### config.mk
export PLATFORM = sky130hd
export DESIGN_NAME = seg7_scan_display
export DESIGN_NICKNAME = d
export VERILOG_FILES = /design/src/rtl/seg7_scan_display.sv
export SDC_FILE = /design/constraint.sdc
export NUM_CORES = 1
export LEC_CHECK = 0
export BUFFER_PORTS_ARGS = -buffer_cell sky130_fd_sc_hd__buf_4
export CAP_MARGIN = 20
export CORE_ASPECT_RATIO = 0.9
export CORE_MARGIN = 10
export CORE_UTILIZATION = 51
export CTS_BUF_LIST = sky130_fd_sc_hd__clkbuf_4 sky130_fd_sc_hd__clkbuf_8 sky130_fd_sc_hd__clkbuf_16
export CTS_CLUSTER_DIAMETER = 150
export CTS_CLUSTER_SIZE = 16
export DETAILED_ROUTE_END_ITERATION = 8
export PLACE_DENSITY_LB_ADDON = 0.05
export SYNTH_ARGS = -nofsm -noshare
export SYNTH_HDL_FRONTEND = slang
export SYNTH_SLANG_ARGS = --single-unit
### constraint.sdc
create_clock -name clk -period 2.7 [get_ports clk]
set_input_delay 0.81 -clock clk [delete_from_list [all_inputs] [get_ports clk]]
set_output_delay 0.81 -clock clk [all_outputs]
set_load 0.02 [all_outputs]
### src/rtl/seg7_scan_display.sv
// seg7_scan_display: time-multiplexed hex driver for an N-digit common-anode 7-segment display
// Define SEG7_LZB_EN to enable leading-zero blanking of the displayed value.
module seg7_scan_display #(
    parameter int NUM_DIGITS   = 4,
    parameter int REFRESH_DIV  = 100000,
    parameter int BLANK_CYCLES = 1000
) (
    input  logic                    clk,
    input  logic                    rst_n,
    input  logic [4*NUM_DIGITS-1:0] data_in,
    input  logic [NUM_DIGITS-1:0]   dp_in,
    input  logic [NUM_DIGITS-1:0]   digit_en,
    input  logic                    load,
    output logic                    load_pending,
    output logic                    frame_start,
    output logic [NUM_DIGITS-1:0]   an,
    output logic [7:0]              seg
);
    localparam int DW = $clog2(REFRESH_DIV);
    localparam int IW = NUM_DIGITS > 1 ? $clog2(NUM_DIGITS) : 1;
    localparam logic [6:0] HEX [16] = '{
        7'h40, 7'h79, 7'h24, 7'h30, 7'h19, 7'h12, 7'h02, 7'h58,
        7'h00, 7'h10, 7'h08, 7'h03, 7'h46, 7'h21, 7'h06, 7'h0E
    };

    if (NUM_DIGITS < 1 || NUM_DIGITS > 8 || REFRESH_DIV < 2 ||
        BLANK_CYCLES < 0 || BLANK_CYCLES >= REFRESH_DIV) begin : g_param_err
        $error("seg7_scan_display: illegal parameter set");
    end

    logic [DW-1:0]           div_cnt;
    logic [IW-1:0]           digit_idx;
    logic [4*NUM_DIGITS-1:0] stg_data, sh_data;
    logic [NUM_DIGITS-1:0]   stg_dp, sh_dp, stg_en, sh_en;
    logic [NUM_DIGITS-1:0]   sel, lzb, an_d;
    logic [3:0]              nib;
    logic [7:0]              seg_d;
    logic                    slot_end, boundary, show;

    assign slot_end = div_cnt == DW'(REFRESH_DIV - 1);
    assign boundary = slot_end && digit_idx == IW'(NUM_DIGITS - 1);

    always_comb begin
        sel = '0;
        nib = '0;
        for (int i = 0; i < NUM_DIGITS; i++)
            if (digit_idx == IW'(i)) begin
                sel[i] = 1'b1;
                nib    = sh_data[4*i +: 4];
            end
    end

`ifdef SEG7_LZB_EN
    logic zero;
    // A digit blanks only while it and every more significant nibble are zero.
    always_comb begin
        lzb  = '0;
        zero = 1'b1;
        for (int i = NUM_DIGITS - 1; i > 0; i--) begin
            zero   = zero & (sh_data[4*i +: 4] == 4'h0);
            lzb[i] = zero & ~sh_dp[i];
        end
    end
`else
    assign lzb = '0;
`endif

    assign show  = div_cnt >= DW'(BLANK_CYCLES) && |(sh_en & sel) && !(|(lzb & sel));
    assign an_d  = show ? ~sel : '1;
    assign seg_d = show ? {~|(sh_dp & sel), HEX[nib]} : 8'hFF;

    always_ff @(posedge clk) begin
        if (!rst_n) begin
            div_cnt      <= '0;
            digit_idx    <= '0;
            stg_data     <= '0;
            stg_dp       <= '0;
            stg_en       <= '0;
            sh_data      <= '0;
            sh_dp        <= '0;
            sh_en        <= '0;
            load_pending <= 1'b0;
            frame_start  <= 1'b0;
            an           <= '1;
            seg          <= 8'hFF;
        end else begin
            div_cnt     <= slot_end ? '0 : div_cnt + 1'b1;
            frame_start <= boundary;
            if (slot_end)
                digit_idx <= digit_idx == IW'(NUM_DIGITS - 1) ? '0 : digit_idx + 1'b1;
            // Shadow takes the pre-edge staging, so a load on the boundary waits a frame.
            if (boundary) begin
                sh_data <= stg_data;
                sh_dp   <= stg_dp;
                sh_en   <= stg_en;
            end
            if (load) begin
                stg_data <= data_in;
                stg_dp   <= dp_in;
                stg_en   <= digit_en;
            end
            load_pending <= load | (load_pending & ~boundary);
            an           <= an_d;
            seg          <= seg_d;
        end
    end
endmodule

Word-level counts from Yosys, hierarchy flattened
Memories as Yosys holds them, arrays and structs flattened. A register that Yosys moved wholly into a read port is not among the register bits.
Cells that the tools add are included.
{"block": "totals", "ff_bits": 81, "romBits": 112, "in_bits": 27, "output_inout_bits": 14, "word_cells": 49, "n_memories": 1}
{"block": "classes", "n_addsub": 2, "n_lt_le_gt_ge": 2, "eq_ne": 4, "n_mux": 11, "bitwise": 8, "reduce_logical": 9}
{"memory": "(no name shown)", "depth": 16, "width": 7, "rd": 1, "rd_ports_with_merged_regs": 1, "wr": 0, "line": "70", "source": "assign seg_d = show ? {~|(sh_dp & sel), HEX[nib]} : 8'hFF;"}
{"cell": "$add 17x1->17 const B", "count": 1}
{"cell": "$eq 17x17->1 const B", "count": 1}
{"cell": "$ge 17x10->1 const B", "count": 1}
{"cell": "$mux 4", "count": 4}
{"cell": "$mux 7", "count": 2}
{"cell": "$and 4x4->4", "count": 2}
{"cell": "$reduce_or 4->1", "count": 2}
{"cell": "$ge 5x5->1 const B", "count": 1}
{"cell": "$not 4->5", "count": 1}
{"cell": "$eq 2x2->1 const B", "count": 2}
{"cell": "$mux 1", "count": 4}
{"cell": "$not 4->4", "count": 1}
{"cell": "$add 2x1->2 const B", "count": 1}
{"cell": "$eq 2x1->1 const B", "count": 1}
{"cell": "$logic_and 1x1->1", "count": 2}
{"cell": "$logic_not 1->1", "count": 2}
{"cell": "$logic_not 2->1", "count": 1}
{"cell": "$mux 2", "count": 1}
{"cell": "$not 1->1", "count": 2}
{"cell": "$reduce_and 2->1", "count": 1}
{"cell": "$reduce_or 2->1", "count": 1}
{"cell": "$and 1x1->1", "count": 1}
{"cell": "$or 1x1->1", "count": 1}

Depth between registers and ports, before layout
Gate-level depths: netlist of run 1.
{"block": "logic_depth", "depth_word": 9, "mapped_depth": 11, "mapped_depth_nobuf": 10}

Worst setup path before layout of run 1
OpenSTA, ideal clock, no wires.
{"block": "synth_timing", "path_type": "reg2reg", "startpoint": "reg digit_idx[0]", "endpoint": "reg seg[6]", "setup_ns": 0.129, "t_arrival_ns": 2.428, "required_ns": 2.571, "slack_ns": 0.143, "stages_incl_launch_ff": 11, "n_path_buf": 2, "cell_sequence": "dfxtp_1 ha_1 clkbuf_1 clkbuf_1 a211oi_1 a221oi_1 inv_1 ha_1 mux2_2 a22oi_1 nand2_1"}
{"block": "synth_between", "elab_chain_len": 7}
{"element": "start, declared", "line": "32", "source": "logic [IW-1:0] digit_idx;"}
{"element": "start signal, assigned", "line": "90", "source": "digit_idx <= digit_idx == IW'(NUM_DIGITS - 1) ? '0 : digit_idx + 1'b1;"}
{"element": "$eq 2x1->1, or another cell as far along", "line": "47", "source": "if (digit_idx == IW'(i)) begin"}
{"element": "$mux 1", "line": "47"}
{"element": "$and 4x4->4", "line": "68", "source": "assign show = div_cnt >= DW'(BLANK_CYCLES) && |(sh_en & sel) && !(|(lzb & sel));"}
{"element": "$reduce_or 4->1", "line": "68"}
{"element": "$logic_and 1x1->1", "line": "68"}
{"element": "$reduce_and 2->1 (no line)"}
{"element": "$logic_not 1->1 (no line)"}
{"element": "end, declared", "line": "17", "source": "output logic [7:0] seg"}
Parallel ways exist; a longest one is shown, timed or not.
A chain may end at the register's enable or synchronous reset.

Worst setup path after layout of run 1
Ends and elaborated chain as after synthesis.

==> metrics.md, run 1 <==
| Metric | Value |
|---|---|
| Outcome | `finished clean` |
| Warnings, synthesis | `0` |
| Detail Placement HPWL | `approximately 4600 microns` |
| Unrepaired setup endpoints after global routing | `no` |
| Type of the worst setup path | `flip-flop to flip-flop` |
| Setup slack, reg-to-reg | `between 0.3 and 0.4 ns` |
| Distinct cell type count after synthesis | `38` |
| Buffer depth of the longest clock path | `2` |
| Number of inserted filler cells in the final layout | `564` |
| Period minus WS final | `2.383 ns` |
| Remaining number of nets flagged by the antenna check after routing | `0` |
| Nets | `between 400 and 500` |
| Cell count after synthesis | `roughly 330` |
| Critical-path cell list | `ha_1, a211oi_1, a221oi_1, inv_1, ha_1, mux2_2, a22oi_1, nand2_1` |
| Total Routing Usage GR | `between 10% and 20%` |
| Share of synthesized area occupied by flip-flops and latches | `between 40% and 50%` |
| Number of DRC violations after detailed-routing iteration 0 | `roughly 110` |
| N_diodes | `0` |
| Vias post-DR | `2,308` |
| Num Clock Sinks | `81` |
| Reg2Reg Capture Point | `seg[6]` |
| Worst EP required | `~2.9 ns` |
| Avg Synthesized Cell Area | `between 10 and 15 sq um` |
| WHS Endpoint | `sh_data[10]` |
| Transition at the pin with the smallest max-transition slack | `roughly 0.55 ns` |
| DRT Pass-1 Iters | `4` |
| Total Wirelength | `around 6400 microns` |
| Met3 Routed Length | `approximately 260 microns` |
| Number of cells upsized or downsized after cts | `0` |
| Number of vias per cell | `between 5 and 6` |
| Pwr/cell area | `between 500 and 600 nW/um^2` |
| Beginning of the worst register-to-register path | `digit_idx[0]` |
| Final worst-path cycle share | `between 80% and 90%` |
| Via count of the first global-routing pass | `2,273` |
| Critical Path Slowest Stage Cell | `sky130_fd_sc_hd__ha_1` |
| Worst-case headroom to the max-slew limit | `between 60 and 70%` |
| Top-area cell type share of the netlist area | `roughly half` |
| Peak fanout along the critical path | `16` |
| Detailed-route DRC error count | `0` |
| Pin count of the biggest net entering global routing | `32` |
| Most frequent cell on the critical path | `sky130_fd_sc_hd__ha_1` |
| Count of standard-cell rows | `27` |
| Number of hold buffers added after cts | `0` |
| CTS tree | `yes` |
| Horizontal die dimension | `104.8 microns` |
| Clock-pin slew on the worst setup and hold paths | `approximately 0.07 ns` |
| Share of final-layout standard cells stronger than drive strength 1 | `17.76%` |
| Syn Std Cell Area | `between 3000 and 4000 sq um` |
| Peak supply drop | `0.4091 mV` |
| Critical Path Sink Type | `flip-flop` |
| Deepest level of the CTS H-tree | `3` |
| Weighted congestion reported at the end of routability-driven placement | `between 0.8 and 0.9` |
| Startpoint class of the critical path | `flip-flop` |
| Clk_lat worst skew | `approximately 0.35 ns` |
| Max-cap violation count | `0` |
| Final number of hold-violating endpoints | `0` |
| Critical path's largest stage delay | `around 0.50 ns` |
| Routed wirelength normalized by instance count | `14.19 microns` |
| Worst Skew | `0.009265 ns` |
| Overflow left after global routing | `0` |
| Startpoint of the tightest hold check path | `stg_data[10]` |
| Max Clock Freq | `between 0.4 and 0.5 GHz` |
| Pins over their slew limit | `0` |
| Highest metal used | `met4` |
| Quantity of I/O buffers inserted on ports | `40` |
| Leakage component of the power | `~1.6 nW` |
| Clock tree root buffer cell | `sky130_fd_sc_hd__clkbuf_8` |
| Worst Hold Depth | `1` |
| Number of CTS-inserted buffers | `9` |
| Boundary pin count | `41` |
| Dominant cell type by area after synthesis | `sky130_fd_sc_hd__dfxtp_1` |
| Arrival time of the worst setup path | `between 2 and 3 ns` |
| Cell family with most CP delay | `adder cells` |
| Core ar. | `approximately 6200 sq um` |
| Dominant cells by area after synthesis | `sky130_fd_sc_hd__dfxtp_1, sky130_fd_sc_hd__mux2i_1, sky130_fd_sc_hd__a22o_1` |
| Cell count of the worst reg-to-reg path | `8` |
| Number of antenna violations at the first check in global routing | `0` |
| Synthesis-to-finish area growth | `16.84%` |
| Final-layout worst hold slack | `between 0.4 and 0.5 ns` |
| Worst min-delay path category | `flip-flop to flip-flop` |
| Total Neg Setup Slack | `0 ns` |
| Die height | `just under 100 microns` |
| First-pass GRT wire length | `10,980 microns` |
| Die area | `between 10,000 and 15,000 sq um` |
| Syn Nets | `roughly 360` |
| Setup Viol. Count Final | `0` |
| Routed length on met1 | `3086 microns` |
| FF+latch count, synth | `between 80 and 90` |
| Wire length on met2 | `3002 microns` |
| Buffers inserted by post-CTS timing repair | `0` |
| Number of buffer and inverter instances along the worst setup path | `1` |
| Initial Util | `53.08%` |
==> cell usage after synthesis (all sizes together) <==
| master | n |
|---|---|
| o22ai | 1 |
| a22oi | 6 |
| nor2 | 24 |
| o311ai | 1 |
| or3 | 1 |
| nand2 | 18 |
| nand3 | 10 |
| o221ai | 1 |
| dfxtp | 81 |
| o21a | 1 |
| o21ai | 4 |
| nand3b | 3 |
| nand2b | 2 |
| nand4 | 3 |
| nor4 | 1 |
| and2 | 1 |
| a21oi | 2 |
| xor2 | 6 |
| xnor2 | 10 |
| nor2b | 25 |
| mux2i | 28 |
| a221oi | 3 |
| o211ai | 2 |
| or4 | 3 |
| nand4b | 1 |
| clkbuf | 15 |
| and3 | 5 |
| a22o | 25 |
| mux2 | 2 |
| nor3b | 3 |
| inv | 14 |
| a211oi | 3 |
| nor3 | 1 |
| ha | 12 |
| buf | 6 |
| and4 | 1 |
==> per-layer routing <==
layer  up-vias  track usage, %
li1       1199               -
met1      1067           16.21
met2        34           21.41
met3         8           4.676
met4         0           5.594
met5         -               0
==> layout by cell type (no fill, tap or decap), types with 2 or more instances in the layout <==
cell type                  instances
sky130_fd_sc_hd__o211ai_1          2
sky130_fd_sc_hd__clkinv_2          2
sky130_fd_sc_hd__xor2_1            6
sky130_fd_sc_hd__ha_1             12
sky130_fd_sc_hd__xnor2_1          10
sky130_fd_sc_hd__nand4_1           3
sky130_fd_sc_hd__a22oi_1           6
sky130_fd_sc_hd__buf_4            47
sky130_fd_sc_hd__and3_1            5
sky130_fd_sc_hd__o21ai_0           4
sky130_fd_sc_hd__a211oi_1          3
sky130_fd_sc_hd__a221oi_1          3
sky130_fd_sc_hd__nor3b_1           3
sky130_fd_sc_hd__clkbuf_8         11
sky130_fd_sc_hd__or4_1             3
sky130_fd_sc_hd__inv_1            14
sky130_fd_sc_hd__nand3b_1          3
sky130_fd_sc_hd__mux2i_1          28
sky130_fd_sc_hd__nand3_1          10
sky130_fd_sc_hd__a22o_1           25
sky130_fd_sc_hd__nand2b_1          2
sky130_fd_sc_hd__dfxtp_1          81
sky130_fd_sc_hd__nor2b_1          25
sky130_fd_sc_hd__nand2_1          18
sky130_fd_sc_hd__nor2_1           23
sky130_fd_sc_hd__a21oi_1           2
sky130_fd_sc_hd__mux2_2            2
==> state kept, by name, summed over array words and instances (netlist names) <==
name,flops
stg_en,4
seg,8
stg_data,16
div_cnt,17
load_pending,1
sh_en,4
sh_dp,4
an,4
sh_data,16
stg_dp,4
frame_start,1
digit_idx,2
==> per-stage QoR <==
| step | setup slack (ns) | cells | total power, mW | utilization [%] | area (sq um) |
|---|---|---|---|---|---|
| 5_1_grt | 0.1446 | 453 | 2.313 | 62.02 | 3855 |
| 3_3_place_gp | 0.4162 | 438 | 1.369 | 58.82 | 3656 |
| 4_1_cts | 0.2989 | 453 | 2.246 | 62.02 | 3855 |
| 2_1_floorplan | 0.1432 | 325 | 1.329 | - | 3299 |
| 3_5_place_dp | 0.3151 | 438 | 1.372 | 58.82 | 3656 |
| 6_report | 0.3166 | 453 | 2.221 | 62.02 | 3855 |
==> kinds of logic after synthesis <==
group                      count (synthesis)  synth area share (%)
AOI/OAI and AO/OA                         49                 11.79
xor gates and xnor gates                  16                 4.247
adders and majority gates                 12                 4.551
buffers and inverters                     35                 4.778
DFF                                       81                 49.15
muxes                                     30                 9.177
and+or+nand+nor                          102                 16.31
==> area by class of cell <==
cell class	count	area, sq um	share of cell area (%)
Tap cell	87	108.9	2.824
Clock buffer	12	158.9	4.122
Clock inverter	3	40.04	1.039
Inverter	14	52.55	1.363
Sequential cell	81	1622	42.06
Timing Repair Buffer	47	352.8	9.153
Multi-Input combinational cell	209	1520	39.44
==> how the worst max path moves through the flow <==
stage / slack, ns / startpoint / depth (start not counted) / endpoint
floorplan: 0.14 / digit_idx[0] / 10 / seg[6]
CTS: 0.30 / digit_idx[0] / 8 / seg[6]
finish: 0.32 / digit_idx[0] / 8 / seg[6]
global placement: 0.42 / digit_idx[0] / 8 / seg[6]
global route: 0.14 / digit_idx[0] / 8 / seg[6]
detailed placement: 0.32 / digit_idx[0] / 8 / seg[6]
==> power by group <==
group	internal (mW)	total, mW	switching (mW)
logic	0.0580	0.104	0.0462
registers	1.22	1.24	0.0177
clock network	0.480	0.878	0.398
total	1.76	2.22	0.462
No activity file was read; power rests on OpenSTA's default activity.
==> run 2, diff against run 1 <==
Settings changed: PLACE_DENSITY_LB_ADDON 0.05 to 0.12.
==> run 2 against run 1 <==
  * Cell area is 0.42% higher
  * Fmax is 0.97% lower
  * Cell count is 0.22% higher
  * Combinational power hardly changed
  * Die area stayed put
  * Clock skew hardly changed
  * Worst setup slack worse by 0.023 ns
  * Non-clock buffer count stayed put
  * Core utilization is 0.26 points higher
  * Largest power group unchanged
==> metrics.md, run 2 (same netlist as run 1, synthesis figures left out) <==
| Metric | Value |
|---|---|
| Horizontal die dimension | `104.8 microns` |
| Number of hold buffers added after cts | `0` |
| Worst EP required | `between 2 and 3 ns` |
| Peak fanout along the critical path | `16` |
| Worst-case headroom to the max-slew limit | `a little under two thirds` |
| Type of the worst setup path | `flip-flop to flip-flop` |
| Initial Util | `a little over half` |
| Max Clock Freq | `0.4155 GHz` |
| Startpoint class of the critical path | `flip-flop` |
| Register with the highest flop count | `div_cnt` |
| Outcome | `finished clean` |
| Final worst-path setup slack | `about 0.3 ns` |
| Boundary pin count | `41` |
| Pin count of the biggest net entering global routing | `32` |
| Die area | `10,090 sq um` |
| Total Routing Usage GR | `roughly 13%` |
| Final-layout worst hold slack | `~0.47 ns` |
| Number of antenna violations at the first check in global routing | `0` |
| Via count of the first global-routing pass | `between 2k and 2.5k` |
| Final std cells w/o fill | `454` |
| Max-cap violation count | `0` |
| Pins over their slew limit | `0` |
| Synthesis-to-finish area growth | `17.33%` |
| Remaining number of nets flagged by the antenna check after routing | `0` |
| Num Clock Sinks | `81` |
| Number of DRC violations after detailed-routing iteration 0 | `87` |
| Period minus WS final | `between 2 and 2.5 ns` |
| CTS tree | `yes` |
| DRT Pass-1 Iters | `4` |
| First-pass GRT wire length | `roughly 11,000 microns` |
| Worst Skew | `roughly 0.0097 ns` |
| Placed instance area | `3656 sq um` |
| Buffer depth of the longest clock path | `2` |
| Clock-pin slew on the worst setup and hold paths | `about 0.080 ns` |
| Clk_lat worst skew | `roughly 0.35 ns` |
| Most common library cell in the layout ignoring fill and taps | `sky130_fd_sc_hd__dfxtp_1` |
| Clock tree root buffer cell | `sky130_fd_sc_hd__clkbuf_8` |
| Detail Placement HPWL | `about 4500 microns` |
| Critical Path Sink Type | `flip-flop` |
| Number of cells upsized or downsized after cts | `0` |
| Peak supply drop | `0.4434 mV` |
| Unrepaired setup endpoints after global routing | `no` |
| Die height | `roughly 96 microns` |
| Setup Viol. Count Final | `0` |
| Non-Filler Cell Area, Final | `3871 sq um` |
| Number of vias per cell | `about 5` |
| Pwr/cell area | `585.4 nW/um^2` |
| Total Wirelength | `roughly 6400 microns` |
| Quantity of I/O buffers inserted on ports | `40` |
| Share of final-layout standard cells stronger than drive strength 1 | `17.98%` |
| N_diodes | `0` |
| Nets | `approximately 400` |
| Worst min-delay path category | `flip-flop to flip-flop` |
| Arrival time of the worst setup path | `between 2 and 3 ns` |
| Vias post-DR | `approximately 2.3k` |
| Deepest level of the CTS H-tree | `3` |
| Leakage component of the power | `1.562 nW` |
| Final number of hold-violating endpoints | `0` |
| Count of standard-cell rows | `27` |
| Final Power | `around 2.3 mW` |
| Routed wirelength normalized by instance count | `around 14 microns` |
| Post-Route Utilization | `62.28%` |
| Detailed-route DRC error count | `0` |
| Number of CTS-inserted buffers | `9` |
| Worst-case setup slack after placement | `between 0.3 and 0.4 ns` |
| Weighted congestion reported at the end of routability-driven placement | `~0.8` |
| Transition at the pin with the smallest max-transition slack | `0.5432 ns` |
| Core ar. | `roughly 6200 sq um` |
| Overflow left after global routing | `0` |
| Number of inserted filler cells in the final layout | `about 560` |
| Placed instance count | `438` |
| Top flop regs | `div_cnt: 17 flops, sh_data: 16 flops, stg_data: 16 flops` |
| Total Neg Setup Slack | `0 ns` |
| Final worst-path cycle share | `~89%` |
| Most frequent cells in the layout | `sky130_fd_sc_hd__dfxtp_1, sky130_fd_sc_hd__buf_4, sky130_fd_sc_hd__mux2i_1` |
| Number of flip-flops in the largest register | `17` |
| Buffers inserted by post-CTS timing repair | `0` |
[run 2: cell type report]
| class | count | area [sq um] | area share [%] |
|---|---|---|---|
| flip-flops and latches | 81 | 1622 | 41.89 |
| multi-input cells | 209 | 1520 | 39.27 |
| repair buffers | 47 | 352.8 | 9.114 |
| clock buffers | 14 | 180.2 | 4.654 |
| well taps | 87 | 108.9 | 2.812 |
| inverters | 14 | 52.55 | 1.357 |
| clock inverters | 2 | 35.03 | 0.9050 |
[run 2: path summary, 6_finish.rpt]
kind / from / to / slack [ns] / depth (start not counted)
hold reg to reg: stg_data[0] / sh_data[0] / 0.47 / 1
setup / recovery: digit_idx[0] / seg[6] / 0.29 / 8
setup reg to reg: digit_idx[0] / seg[6] / 0.29 / 8
hold / removal: stg_data[0] / sh_data[0] / 0.47 / 1
[run 2: report_power, final]
part	leakage, nW	internal, mW	switching [mW]
Sequential	0.659	1.22	0.0173
Combinational	0.790	0.0579	0.0455
Clock	0.114	0.523	0.402
Total	1.56	1.80	0.465
[run 2: critical path: stages, from the launching register on]
cell and delay (ns):
sky130_fd_sc_hd__dfxtp_1 0.41, sky130_fd_sc_hd__ha_1 0.51, sky130_fd_sc_hd__a211oi_1 0.11, sky130_fd_sc_hd__a221oi_1 0.35, sky130_fd_sc_hd__inv_1 0.15, sky130_fd_sc_hd__ha_1 0.24, sky130_fd_sc_hd__mux2_2 0.26, sky130_fd_sc_hd__a22oi_1 0.17
sky130_fd_sc_hd__nand2_1 0.06
[run 2: metal layers]
layer	vias to the layer above	routed length [microns]	track usage [%]
met5	-	0	0
met4	0	83	5.251
met3	9	228	4.342
met2	39	2983	20.57
met1	1069	3146	15.91
li1	1195	-	-
==> run 3, diff against run 2 <==
Settings changed: ABC_AREA from default to 1, CORE_UTILIZATION 51 to 52, PLACE_DENSITY from default to 0.75, PLACE_DENSITY_LB_ADDON 0.12 to default.
Clock period 2.7 ns to 2.1 ns, I/O delays scaled along.
==> run 3 against run 2 <==
  * Global-route usage up 1.8 points
  * Critical path depth grew 5
  * Worst setup slack lost 0.11 ns
  * Clock power grew 16%
  * Sequential cell count stayed put
  * Largest power group unchanged
  * Highest routed layer unchanged
==> metrics.md, run 3 <==
| Metric | Value |
|---|---|
| Pin count of the biggest net entering global routing | `28` |
| Number of enable flip-flop cells after synthesis | `0` |
| Share of synthesized registers carrying an async set or reset | `0%` |
| Top-area cell type share of the netlist area | `45.84%` |
| Worst min-delay path category | `flip-flop to flip-flop` |
| Type of the worst setup path | `flip-flop to flip-flop` |
| Final std cells w/o fill | `~610` |
| Overflow left after global routing | `0` |
| Avg Synthesized Cell Area | `between 7 and 8 sq um` |
| Clock tree root buffer cell | `sky130_fd_sc_hd__clkbuf_8` |
| Number of DRC violations after detailed-routing iteration 0 | `178` |
| Nets | `557` |
| Core ar. | `~6600 sq um` |
| Initial Util | `a little over half` |
| Syn Nets | `just over 500` |
| Count of standard-cell rows | `28` |
| Via count of the first global-routing pass | `between 2k and 3k` |
| CTS tree | `yes` |
| Total Neg Setup Slack | `0 ns` |
| Number of vias per cell | `around 5` |
| Horizontal die dimension | `around 110 microns` |
| Buffer depth of the longest clock path | `2` |
| Worst-case headroom to the max-slew limit | `64.29%` |
| N_diodes | `0` |
| Register with the highest flop count | `div_cnt` |
| Deepest level of the CTS H-tree | `3` |
| Vias post-DR | `between 3k and 4k` |
| Worst Skew | `0.01010 ns` |
| Share of synthesized area occupied by flip-flops and latches | `between 40% and 50%` |
| Pwr/cell area | `approximately 680 nW/um^2` |
| Share of final-layout standard cells stronger than drive strength 1 | `roughly 17%` |
| Cell family with most CP delay | `buffers and inverters` |
| Final worst-path cycle share | `between 90% and 100%` |
| Total Routing Usage GR | `~15%` |
| Synthesis-to-finish area growth | `16.20%` |
| Max Clock Freq | `~0.52 GHz` |
| Period minus WS final | `1.921 ns` |
| Num Clock Sinks | `81` |
| Die height | `98.24 microns` |
| Most frequent cells in the layout | `sky130_fd_sc_hd__nand2_1, sky130_fd_sc_hd__nor2_1, sky130_fd_sc_hd__dfxtp_1` |
| FF+latch count, synth | `81` |
| Most common library cell in the layout ignoring fill and taps | `sky130_fd_sc_hd__nand2_1` |
| Boundary pin count | `roughly 40` |
| Dominant cell type by area after synthesis | `sky130_fd_sc_hd__dfxtp_1` |
| Setup Viol. Count Final | `0` |
| Critical path's largest stage delay | `approximately 0.35 ns` |
| Total Wirelength | `roughly 7400 microns` |
| DRT Pass-1 Iters | `5` |
| Quantity of I/O buffers inserted on ports | `40` |
| Int Power | `around 2.1 mW` |
| Detail Placement HPWL | `about 5400 microns` |
| Switch share | `a little under a quarter` |
| Number of antenna violations at the first check in global routing | `0` |
| Number of flip-flops in the largest register | `17` |
| Pins over their slew limit | `0` |
| Die area | `10,510 sq um` |
| Gate power share | `roughly 4.5%` |
| Distinct cell type count after synthesis | `30` |
| Number of buffer and inverter instances along the worst setup path | `4` |
| Non-Filler Cell Area, Final | `between 4000 and 5000 sq um` |
| Weighted congestion reported at the end of routability-driven placement | `around 0.88` |
| Peak fanout along the critical path | `8` |
| Peak supply drop | `0.4430 mV` |
| Ys flop type | `sky130_fd_sc_hd__dfxtp_1` |
| Dominant cells by area after synthesis | `sky130_fd_sc_hd__dfxtp_1, sky130_fd_sc_hd__nand2_1, sky130_fd_sc_hd__nor2_1` |
| Critical Path Sink Type | `flip-flop` |
| Unrepaired setup endpoints after global routing | `no` |
| Clock Power Share | `between 30% and 40%` |
| Top flop regs | `div_cnt: 17 flops, sh_data: 16 flops, stg_data: 16 flops` |
| Number of CTS-inserted buffers | `9` |
| Final number of hold-violating endpoints | `0` |
| Warnings, synthesis | `0` |
| Syn Std Cell Area | `between 3000 and 4000 sq um` |
| Cell count after synthesis | `around 480` |
| Remaining number of nets flagged by the antenna check after routing | `0` |
| First-pass GRT wire length | `12,990 microns` |
| Startpoint class of the critical path | `flip-flop` |
| Number of hold buffers added after cts | `0` |
| Leakage component of the power | `between 1.5 and 2 nW` |
| Power spent charging and discharging nets | `~660 uW` |
| Fraction of power consumed by sequential logic | `roughly 57%` |
| Synth cell count leaders | `sky130_fd_sc_hd__nand2_1, sky130_fd_sc_hd__dfxtp_1, sky130_fd_sc_hd__nor2_1` |
| Placed instance count | `slightly below 600` |
| Placed instance area | `3891 sq um` |
| Worst EP required | `2.34 ns` |
| Transition at the pin with the smallest max-transition slack | `0.5316 ns` |
| Max-cap violation count | `0` |
| Critical-path cell list | `inv_1, ha_4, inv_1, nand3_1, nand2_1, a21oi_1, buf_4, inv_1, ha_1, nand3_1, nand3_1, nand2_1, nand2_1` |
| Clock-pin slew on the worst setup and hold paths | `0.08 ns` |
| Outcome | `finished clean` |
| Most frequent cell after synthesis | `sky130_fd_sc_hd__nand2_1` |
| Arrival time of the worst setup path | `between 2 and 2.5 ns` |
| Routed wirelength normalized by instance count | `12.15 microns` |
| Clk_lat worst skew | `around 0.35 ns` |
| Critical Path Slowest Stage Cell | `sky130_fd_sc_hd__dfxtp_2` |
| Detailed-route DRC error count | `0` |
-- run 3: final timing paths --
path / cells after the start / from / end / slack, ns
worst max-delay path: 13 / digit_idx[1] / seg[3] / 0.18
worst min-delay path: 2 / stg_data[7] / sh_data[7] / 0.45
worst max register to register: 13 / digit_idx[1] / seg[3] / 0.18
worst min register to register: 2 / stg_data[7] / sh_data[7] / 0.45
-- run 3: routing by layer --
metal  vias to the layer above  share of wire (%)  GRT usage, %
li1                       1608                  -             -
met1                      1352                 49         18.52
met2                        97                 44         22.34
met3                        10                6.4         5.979
met4                         0                1.4         4.683
met5                         -                  0             0
-- run 3: what timing repair did --
action / CTS / global route
resized for setup: 0 / 9
buffers inserted: 0 / 0
setup endpoints to repair: 0 / 7
-- run 3: cells by family (layout without fill, tap and decap cells) --
family | Yosys count | after routing | share of synthesized area [%]
AOI/OAI and AO/OA | 43 | 43 | 6.226
DFF | 81 | 81 | 45.84
and+or+nand+nor | 285 | 285 | 35.94
xor gates and xnor gates | 4 | 4 | 0.9903
buffers and inverters | 54 | 98 | 6.756
adders and majority gates | 12 | 12 | 4.245
-- run 3: stage by stage --
stage | worst slack, ns | total power [mW] | utilization (%) | hold WS [ns]
2_1_floorplan | 0.1496 | 1.695 | - | 0.4208
6_report | 0.1792 | 2.785 | 62.41 | 0.4511
4_1_cts | 0.04168 | 2.810 | 61.95 | 0.4519
5_1_grt | 0.004843 | 2.897 | 62.41 | 0.4761
3_3_place_gp | 0.1772 | 1.749 | 59.08 | 0.4312
3_5_place_dp | 0.07268 | 1.754 | 59.08 | 0.4372
-- run 3: layout make-up --
type                       instances  area, sq um
sequential                        81         1624
clock inverter                     5        37.54
clock buffer                      11        151.4
fill                             634         2476
tap                               90        112.6
multi-input combinational        344         1704
inverter                          36        135.1
timing repair buffer              46        345.3
-- run 3: power groups by stage --
stage | clock network (mW) | registers [mW] | logic, mW
3_5_place_dp | 0 | 1.63 | 0.126
6_report | 1.07 | 1.59 | 0.125
4_1_cts | 1.09 | 1.59 | 0.127
5_1_grt | 1.16 | 1.60 | 0.143
3_3_place_gp | 0 | 1.63 | 0.122
2_1_floorplan | 0 | 1.62 | 0.0708
-- run 3: worst reg2reg max path: cells and delay by family, from the launching register on --
family / cells / cell delay [ns]
AOI/OAI and AO/OA: 1 / 0.14
adders and majority gates: 2 / 0.41
and+or+nand+nor: 6 / 0.43
buffers and inverters: 4 / 0.47
DFF: 1 / 0.35
